--- src/rtl/genius_pkg.sv ---
// Shared types and constants for the genius sequence generator.
// sym_t       : one colour symbol (0..2 are legal, 3 is rejected)
// gen_state_t : sequence generation FSM states
package genius_pkg;

  typedef logic [1:0] sym_t;

  typedef enum logic [1:0] {
    IDLE = 2'd0,
    SEED = 2'd1,
    GEN  = 2'd2
  } gen_state_t;

  localparam logic [15:0] LFSR_MASK    = 16'hB400;
  localparam logic [15:0] DEFAULT_SEED = 16'hACE1;
  localparam int          NUM_SYMBOLS  = 3;

endpackage

--- src/rtl/genius_sequence_gen_if.sv ---
// Control and read-port bundle between the game core (master) and the
// sequence generator (slave).
// master drives : new_game, sw, extend, rd_en, rd_idx
// slave drives  : rd_data, rd_valid, rd_oob, length, full, busy,
//                 ext_done, err_full
interface genius_sequence_gen_if #(
  parameter int SYM_W = 2,
  parameter int DEPTH = 16
);
  localparam int IDX_W = $clog2(DEPTH);
  localparam int LEN_W = $clog2(DEPTH + 1);

  logic             new_game;
  logic [7:0]       sw;
  logic             extend;
  logic             rd_en;
  logic [IDX_W-1:0] rd_idx;
  logic [SYM_W-1:0] rd_data;
  logic             rd_valid;
  logic             rd_oob;
  logic [LEN_W-1:0] length;
  logic             full;
  logic             busy;
  logic             ext_done;
  logic             err_full;

  modport master (
    output new_game, sw, extend, rd_en, rd_idx,
    input  rd_data, rd_valid, rd_oob, length, full, busy, ext_done, err_full
  );

  modport slave (
    input  new_game, sw, extend, rd_en, rd_idx,
    output rd_data, rd_valid, rd_oob, length, full, busy, ext_done, err_full
  );

endinterface

--- src/rtl/genius_lfsr.sv ---
// One-step Galois LFSR next-state function (shift right, XOR the mask
// when the bit shifted out is 1). Purely combinational.
// cur : current LFSR state
// nxt : state after one step
module genius_lfsr
  import genius_pkg::*;
#(
  parameter int             W    = 16,
  parameter logic [W-1:0]   MASK = W'(LFSR_MASK)
) (
  input  logic [W-1:0] cur,
  output logic [W-1:0] nxt
);

  assign nxt = (cur >> 1) ^ (cur[0] ? MASK : '0);

endmodule

--- src/rtl/genius_sequence_gen.sv ---
// Pattern source for the genius game core: stores a pseudo-random colour
// sequence, appends one symbol per extend request and serves indexed reads.
// clock : system clock
// reset : asynchronous active-low reset
// bus   : control / read port bundle (slave side)
//
// state | meaning
// IDLE  | waiting for new_game or extend
// SEED  | reload gen LFSR from free LFSR ^ switches, clear length
// GEN   | stepping gen LFSR until a legal symbol (or forced 0) is written
module genius_sequence_gen
  import genius_pkg::*;
#(
  parameter int                DEPTH     = 16,
  parameter int                SYM_W     = 2,
  parameter int                LFSR_W    = 16,
  parameter logic [LFSR_W-1:0] SEED      = LFSR_W'(DEFAULT_SEED),
  parameter int                MAX_TRIES = 8
) (
  input  logic                  clock,
  input  logic                  reset,
  genius_sequence_gen_if.slave  bus
);

  localparam int IDX_W = $clog2(DEPTH);
  localparam int LEN_W = $clog2(DEPTH + 1);
  localparam int TRY_W = (MAX_TRIES > 1) ? $clog2(MAX_TRIES) : 1;

  localparam logic [LEN_W-1:0] LEN_FULL = LEN_W'(DEPTH);
  localparam logic [TRY_W-1:0] TRY_LAST = TRY_W'(MAX_TRIES - 1);
  localparam logic [SYM_W-1:0] SYM_BAD  = SYM_W'(NUM_SYMBOLS);

  gen_state_t        state, state_nxt;
  logic [LFSR_W-1:0] free_lfsr, free_nxt;
  logic [LFSR_W-1:0] gen_lfsr, gen_nxt, seed_mix;
  logic [TRY_W-1:0]  tries_left;
  logic [LEN_W-1:0]  length_q;
  logic [SYM_W-1:0]  mem [DEPTH];
  logic [SYM_W-1:0]  cand, wr_sym, rd_data_q;
  logic              load_seed, gen_step, wr_en, tries_load, tries_dec;
  logic              ext_done_nxt, err_full_nxt;
  logic              ext_done_q, err_full_q, rd_valid_q, rd_oob_q, full;

  genius_lfsr #(.W(LFSR_W)) u_free_lfsr (.cur(free_lfsr), .nxt(free_nxt));
  genius_lfsr #(.W(LFSR_W)) u_gen_lfsr  (.cur(gen_lfsr),  .nxt(gen_nxt));

  assign cand     = gen_nxt[SYM_W-1:0];
  assign seed_mix = free_lfsr ^ LFSR_W'({bus.sw, bus.sw});
  assign full     = (length_q == LEN_FULL);

  // new_game overrides every state, so an in-flight GEN is dropped
  // without a write and a coincident extend is lost.
  always_comb begin
    state_nxt    = state;
    load_seed    = 1'b0;
    gen_step     = 1'b0;
    wr_en        = 1'b0;
    wr_sym       = '0;
    tries_load   = 1'b0;
    tries_dec    = 1'b0;
    ext_done_nxt = 1'b0;
    err_full_nxt = 1'b0;
    if (bus.new_game) begin
      state_nxt = genius_pkg::SEED;
    end else begin
      unique case (state)
        IDLE: begin
          if (bus.extend) begin
            if (full) begin
              err_full_nxt = 1'b1;
            end else begin
              state_nxt  = GEN;
              tries_load = 1'b1;
            end
          end
        end
        genius_pkg::SEED: begin
          load_seed = 1'b1;
          state_nxt = IDLE;
        end
        GEN: begin
          gen_step = 1'b1;
          if (cand != SYM_BAD || tries_left == '0) begin
            // the last permitted attempt turns an illegal 3 into 0
            wr_en        = 1'b1;
            wr_sym       = (cand == SYM_BAD) ? '0 : cand;
            ext_done_nxt = 1'b1;
            state_nxt    = IDLE;
          end else begin
            tries_dec = 1'b1;
          end
        end
        default: state_nxt = IDLE;
      endcase
    end
  end

  always_ff @(posedge clock or negedge reset) begin
    if (!reset) begin
      state      <= IDLE;
      free_lfsr  <= SEED;
      gen_lfsr   <= SEED;
      tries_left <= '0;
      length_q   <= '0;
      ext_done_q <= 1'b0;
      err_full_q <= 1'b0;
    end else begin
      state      <= state_nxt;
      free_lfsr  <= free_nxt;
      ext_done_q <= ext_done_nxt;
      err_full_q <= err_full_nxt;
      if (load_seed) begin
        gen_lfsr <= (seed_mix == '0) ? SEED : seed_mix;
      end else if (gen_step) begin
        gen_lfsr <= gen_nxt;
      end
      if (tries_load) begin
        tries_left <= TRY_LAST;
      end else if (tries_dec) begin
        tries_left <= tries_left - 1'b1;
      end
      if (load_seed) begin
        length_q <= '0;
      end else if (wr_en && !full) begin
        length_q <= length_q + 1'b1;
      end
    end
  end

  always_ff @(posedge clock) begin
    if (wr_en && !full) begin
      mem[length_q[IDX_W-1:0]] <= wr_sym;
    end
  end

  // Reads compare against the length before any same-cycle append.
  always_ff @(posedge clock or negedge reset) begin
    if (!reset) begin
      rd_valid_q <= 1'b0;
      rd_oob_q   <= 1'b0;
      rd_data_q  <= '0;
    end else begin
      rd_valid_q <= bus.rd_en;
      if (bus.rd_en && (LEN_W'(bus.rd_idx) < length_q)) begin
        rd_oob_q  <= 1'b0;
        rd_data_q <= mem[bus.rd_idx];
      end else begin
        rd_oob_q  <= bus.rd_en;
        rd_data_q <= '0;
      end
    end
  end

  assign bus.rd_data  = rd_data_q;
  assign bus.rd_valid = rd_valid_q;
  assign bus.rd_oob   = rd_oob_q;
  assign bus.length   = length_q;
  assign bus.full     = full;
  assign bus.busy     = (state == GEN);
  assign bus.ext_done = ext_done_q;
  assign bus.err_full = err_full_q;

endmodule

--- src/flat_wrapper.sv ---
// flat-port wrapper written by rule: the top's interface ports become plain ports
module genius_sequence_gen_flat import genius_pkg::*;
#(
  parameter int                DEPTH     = 16,
  parameter int                SYM_W     = 2,
  parameter int                LFSR_W    = 16,
  parameter logic [LFSR_W-1:0] SEED      = LFSR_W'(DEFAULT_SEED),
  parameter int                MAX_TRIES = 8
)
  (clock, reset, bus_new_game, bus_sw, bus_extend, bus_rd_en, bus_rd_idx, bus_rd_data, bus_rd_valid, bus_rd_oob, bus_length, bus_full, bus_busy, bus_ext_done, bus_err_full);
  genius_sequence_gen_if #(.SYM_W(SYM_W), .DEPTH(DEPTH)) bus_i ();
  input  logic clock;
  input  logic reset;
  input wire logic [$bits(bus_i.new_game)-1:0] bus_new_game;
  input wire logic [$bits(bus_i.sw)-1:0] bus_sw;
  input wire logic [$bits(bus_i.extend)-1:0] bus_extend;
  input wire logic [$bits(bus_i.rd_en)-1:0] bus_rd_en;
  input wire logic [$bits(bus_i.rd_idx)-1:0] bus_rd_idx;
  output wire logic [$bits(bus_i.rd_data)-1:0] bus_rd_data;
  output wire logic [$bits(bus_i.rd_valid)-1:0] bus_rd_valid;
  output wire logic [$bits(bus_i.rd_oob)-1:0] bus_rd_oob;
  output wire logic [$bits(bus_i.length)-1:0] bus_length;
  output wire logic [$bits(bus_i.full)-1:0] bus_full;
  output wire logic [$bits(bus_i.busy)-1:0] bus_busy;
  output wire logic [$bits(bus_i.ext_done)-1:0] bus_ext_done;
  output wire logic [$bits(bus_i.err_full)-1:0] bus_err_full;
  assign bus_i.new_game = bus_new_game;
  assign bus_i.sw = bus_sw;
  assign bus_i.extend = bus_extend;
  assign bus_i.rd_en = bus_rd_en;
  assign bus_i.rd_idx = bus_rd_idx;
  assign bus_rd_data = bus_i.rd_data;
  assign bus_rd_valid = bus_i.rd_valid;
  assign bus_rd_oob = bus_i.rd_oob;
  assign bus_length = bus_i.length;
  assign bus_full = bus_i.full;
  assign bus_busy = bus_i.busy;
  assign bus_ext_done = bus_i.ext_done;
  assign bus_err_full = bus_i.err_full;
  genius_sequence_gen #(.DEPTH(DEPTH), .SYM_W(SYM_W), .LFSR_W(LFSR_W), .SEED(SEED), .MAX_TRIES(MAX_TRIES)) u_core (.clock(clock), .reset(reset), .bus(bus_i));
endmodule
--- config.mk ---
export PLATFORM = sky130hd
export DESIGN_NAME = genius_sequence_gen_flat
export DESIGN_NICKNAME = d
export VERILOG_FILES = /design/src/rtl/genius_pkg.sv /design/src/rtl/genius_sequence_gen_if.sv /design/src/rtl/genius_lfsr.sv /design/src/rtl/genius_sequence_gen.sv /design/src/flat_wrapper.sv
export SDC_FILE = /design/constraint.sdc
export NUM_CORES = 1
export LEC_CHECK = 0
export CORE_MARGIN = 4
export CORE_UTILIZATION = 30
export CTS_CLUSTER_DIAMETER = 60
export DETAILED_ROUTE_END_ITERATION = 10
export PLACE_DENSITY = 0.58
export SLEW_MARGIN = 20
export SYNTH_ARGS = -nofsm -noshare
export SYNTH_HDL_FRONTEND = slang
export SYNTH_SLANG_ARGS = --single-unit
--- constraint.sdc ---
create_clock -name clock -period 2.2 [get_ports clock]
set_input_delay 0.66 -clock clock [delete_from_list [all_inputs] [get_ports clock]]
set_output_delay 0.66 -clock clock [all_outputs]
set_load 0.02 [all_outputs]
Word-level counts from Yosys, hierarchy flattened. Memories as Yosys holds them, arrays and structs flattened. Cells that the tools add are included.

Add/sub/neg operators: 2. $mul: 0. Div/mod/pow operators: 0. Order comparisons: 1. Equality and inequality tests: 8. Shift-type cells: 0. Muxes and demuxes: 40. Bitwise operators: 3. Reductions and logical operators: 11.

Operator list (number): $mux W16 (5); $xor A15 B16 Y16 (2); $mux W1 (21); $mux W2 (9); $logic_not A16 Y1 (1); $xor A16 B16 Y16 (1); $mux W5 (2); $mux W3 (2); $ne A3 B3 Y1 const B (2); $reduce_bool A2 Y1 (3); $add A5 B1 Y5 const B (1); $eq A5 B5 Y1 const B (1); $lt A4 B5 Y1 (1); $eq A2 B2 Y1 const B (2); $pmux W2 S2 (1); $logic_not A3 Y1 (1); $ne A3 B2 Y1 const B (1); $reduce_and A3 Y1 (1); $sub A3 B1 Y3 const B (1); $eq A2 B1 Y1 const B (1); $logic_and A1 B1 Y1 (2); $logic_not A2 Y1 (1); $ne A2 B2 Y1 const B (1); $logic_not A1 Y1 (1); $logic_or A1 B1 Y1 (1).

Register bits: 48. Latch bits: 0. RAM bits: 32. ROM bits: 0. Memories kept: 1.

Memory list: u_core.mem (depth 16, bits a word 2, read ports 1, clocked after memory_dff 0, write ports 1, RTL line genius_sequence_gen.sv:38) `logic [SYM_W-1:0] mem [DEPTH];`.

Longest topological paths before layout.
Depth after elaboration: 10. Depth in mapped cells: 7. Gate-level depth less buffers: 7.

By module. Synthesis repeated with hierarchy kept, for this count alone.

Cells, all modules: 303. Area total of the unflattened synthesis: 3724.8 sq um.

Modules (own cells, without submodules): genius_sequence_gen (instances 1, cells an instance 271, area an instance 3477.1 sq um, sequential area each 2182.1 sq um); genius_lfsr (instances 2, cells an instance 16, area an instance 123.9 sq um, sequential area each 0.0 sq um).

Worst setup path after synthesis. Ideal clock, no wire load.

Kind: reg2reg. Start: register u_core.length_q[0] (netlist: u_core.bus.length[0]). End: memory u_core.mem[0][0] (enable). Library setup time: 0.329 ns. Arrival time: 1.574 ns. Data required time: 1.871 ns. Path slack: 0.298 ns. Stages on the path, launching flop included: 7. Period minus slack after synthesis: 1.902 ns. Path through: dfrtp_1 > inv_1 > ha_1 > nand4bb_4 > o211a_1 > nand2_1 > nor3_1.

Word-level cells in the longest chain between the ends: 5.

Ends and longest elaborated chain: from (decl) (RTL line genius_sequence_gen.sv:37) `logic [LEN_W-1:0] length_q;`; from (signal assigned) (RTL line genius_sequence_gen.sv:125) `length_q <= length_q + 1'b1;`; $eq A5 B5 Y1 (RTL line genius_sequence_gen.sv:49) `assign full = (length_q == LEN_FULL);`; $logic_not A1 Y1 (RTL line genius_sequence_gen.sv:131) `if (wr_en && !full) begin`; $logic_and A1 B1 Y1 (RTL line genius_sequence_gen.sv:131); $mux W1 (RTL line genius_sequence_gen.sv:131); $mux W1 (implied by the code) (RTL line genius_sequence_gen.sv:132) `mem[length_q[IDX_W-1:0]] <= wr_sym;`; to (decl) (RTL line genius_sequence_gen.sv:38).

Parallel ways exist; a longest one is shown, timed or not.

Worst setup path after layout.
Start: register u_core.length_q[3] (netlist: u_core.bus.length[3]). End: output port bus_length[3].

RTL lines: to (decl) (RTL line flat_wrapper.sv:22) `output wire logic [$bits(bus_i.length)-1:0] bus_length;`.

No word-level cell between the ends.

==> metrics.txt <==
area leader, netlist=edfxtp_1; HP Class=reg -> reg; placeable core region=~12000 µm²; Max Cap Viol=0; H-Tree Depth=3; grt ovf=0; CP arrival=1480 ps; Rel. slew slack=0.580; master of the slowest instance on the critical path=clkdlybuf4s50_1; CTS resizes=6; critical-path cell list=buf_4 -> clkdlybuf4s50_1; area grow syn2layout=27.3%; Yosys reg bits=80; Final setup viols=0; port buffer count=29; Vias=approximately 2400; Pwr Total=about 3.6 mW; Final Skew=7.76 ps; GPL Wtd Cong=around 0.8; post-CTS setup buffer count=0; YS warnings=0; num rows=39; Slew Viols, Final=0; Routed Wire Length=approximately 7500 µm; clk slew on worst S/H paths=roughly 60 ps; CP Max Fanout=8; Hold Violations, Final=0; Initial Utilization=0.313; max incr delay on CP=~610 ps; Die X=118 µm; Static Leak=between 1.5 and 2 nW; Mean Syn Cell Area=~12 µm²; setup repair after global routing missed its margin=false; vias in the first global route=2596; starting DRC count in detailed routing=approximately 100; Total GRT Usage=0.114; initial antenna violation count=0; fraction of layout cells with a size suffix above 1=0.218; Netlist Area Pre-Place=3630 µm²; register area share after synthesis=0.601; setup_tns=0 ps; fmax=about 470 MHz; total die area=between 10000 and 15000 µm²; Num CTS Buffers=9; first-pass GRT wire length=around 13000 µm; Post-Syn Instances=291; WP buf/inv=2; Clock Path Buffers=2; maximum vdd drop=~0.41 mV; PwrDens=788 nW/µm²; Crit path required time=1540 ps; CP top delay family=buffers and inverters; syn_nets=approximately 320; most common cell in the netlist=nor2_1; CTS Hold Buffers Added=0; clk root buf=clkbuf_16; CTS tree=yes; fin crit period=~2100 ps; CP Launch Type=flip-flop; kind of critical path=reg -> out; Yosys top cell area share=0.265; Least-Margin Pin Slew=about 630 ps; outcome=finished clean; antenna fix cells=0; Final HPWL DP=around 5500 µm; die height=~120 µm; worst skew pair latency=around 340 ps; clock sink count=80; Nets=between 300 and 400; dominant synthesized flop cell=edfxtp_1; synth top area cells=edfxtp_1 (26%), dfrtp_1 (22%), dfstp_2 (12%); CP endpoint kind=output port; drt via density=around 4.7; Synth top cells by count=nor2_1 (39), dfrtp_1 (32), edfxtp_1 (32); wire per inst=about 15 µm; final critical-path share of the clock period=0.972; num ports=30; Post-synth ARST share=0.600; antenna viol nets, final=0; number of synthesized flops with an enable pin=32; Synth cell types=49; 1st-pass router iterations=4; largest net degree at the start of global routing=49; # DRC=0
## area by class of cell
cell class	instances	area (µm²)
Clock buffer	12	236
Clock inverter	4	95.1
Fill cell	1124	6990
Inverter	10	37.5
Multi-Input combinational cell	190	1370
Sequential cell	80	2180
Tap cell	143	179
Timing Repair Buffer	61	524
## report_power, final
| part | leakage, nW | switching [mW] | internal [mW] |
|---|---|---|---|
| registers | 0.825 | 0.0428 | 1.62 |
| clock network | 0.161 | 0.566 | 1.11 |
| logic | 0.908 | 0.147 | 0.151 |
## worst register-to-register path, stage by stage (launching register included)
cell	delay [ps]
dfrtp_1	380
inv_1	90
ha_1	140
nor2b_1	270
o211a_1	240
nand2_1	130
nor3_1	270
## layout by cell type, fill, tap and decap left out, types with 2 or more instances in the layout
cell type         n
a22oi_1           6
clkbuf_16         9
inv_1             9
mux4_2            3
buf_4            32
dfstp_2          16
xnor2_1          10
o22ai_1           7
clkbuf_1          3
clkdlybuf4s50_1  24
and3_1            4
nor3_1            8
mux2i_1           3
dlymetal6s2s_1    2
o211ai_1          2
nor2b_1           3
bufinv_16         3
nor2_1           39
xor2_1           18
buf_2             2
nand2_1          26
o21ai_0          13
dfrtp_1          32
nand3_1           4
or3_1             2
mux4_1            4
a21oi_1           5
ha_1              8
edfxtp_1         32
nand2b_1          3
## metal layers
| layer | global-route usage | vias up | share of wire |
|---|---|---|---|
| met1 | 0.139 | 1140 | 0.45 |
| met2 | 0.187 | 54 | 0.49 |
| met5 | 0 | - | 0 |
| li1 | - | 1157 | - |
| met3 | 0.0394 | 10 | 0.047 |
| met4 | 0.0440 | 0 | 0.018 |
## cell families after synthesis
logic type | share of synthesized area
fa+ha+maj | 0.0310
compound gates | 0.0741
simple gates | 0.141
buf+inv | 0.0262
xor+xnor | 0.0676
flops | 0.601
mux | 0.0589
## through the flow
stage	area, µm²	setup WS [ps]	hold WS, ps	util	cells
global route	4620	2.87	391	0.398	500
floorplan	3630	298	364	-	291
finish	4620	61.4	384	0.398	500
global placement	4280	-246	375	0.368	484
detailed placement	4280	-269	378	0.368	484
CTS	4620	22.0	386	0.398	500
## state kept, by name, summed over array words and instances, names as in the netlist
| signal | cells |
|---|---|
| u_core.bus.err_full | 1 |
| u_core.bus.ext_done | 1 |
| u_core.bus.length | 5 |
| u_core.bus.rd_data | 2 |
| u_core.bus.rd_oob | 1 |
| u_core.bus.rd_valid | 1 |
| u_core.free_lfsr | 16 |
| u_core.gen_lfsr | 16 |
| u_core.mem | 32 |
| u_core.state | 2 |
| u_core.tries_left | 3 |
## path summary, 6_finish.rpt
kind | startpoint | endpoint | slack [ps] | cells past startpoint
min | u_core.free_lfsr[6] | u_core.free_lfsr[5] | 380 | 0
max in group asynchronous | reset | u_core.free_lfsr[4] | 1340 | 2
min reg2reg | u_core.free_lfsr[6] | u_core.free_lfsr[5] | 380 | 0
max | u_core.bus.length[3] | bus_length[3] | 60 | 2
min in group asynchronous | reset | u_core.bus.rd_oob | 410 | 2
max reg2reg | u_core.tries_left[0] | u_core.mem[1][1] | 350 | 6
Power figures use the tool's default switching activity.
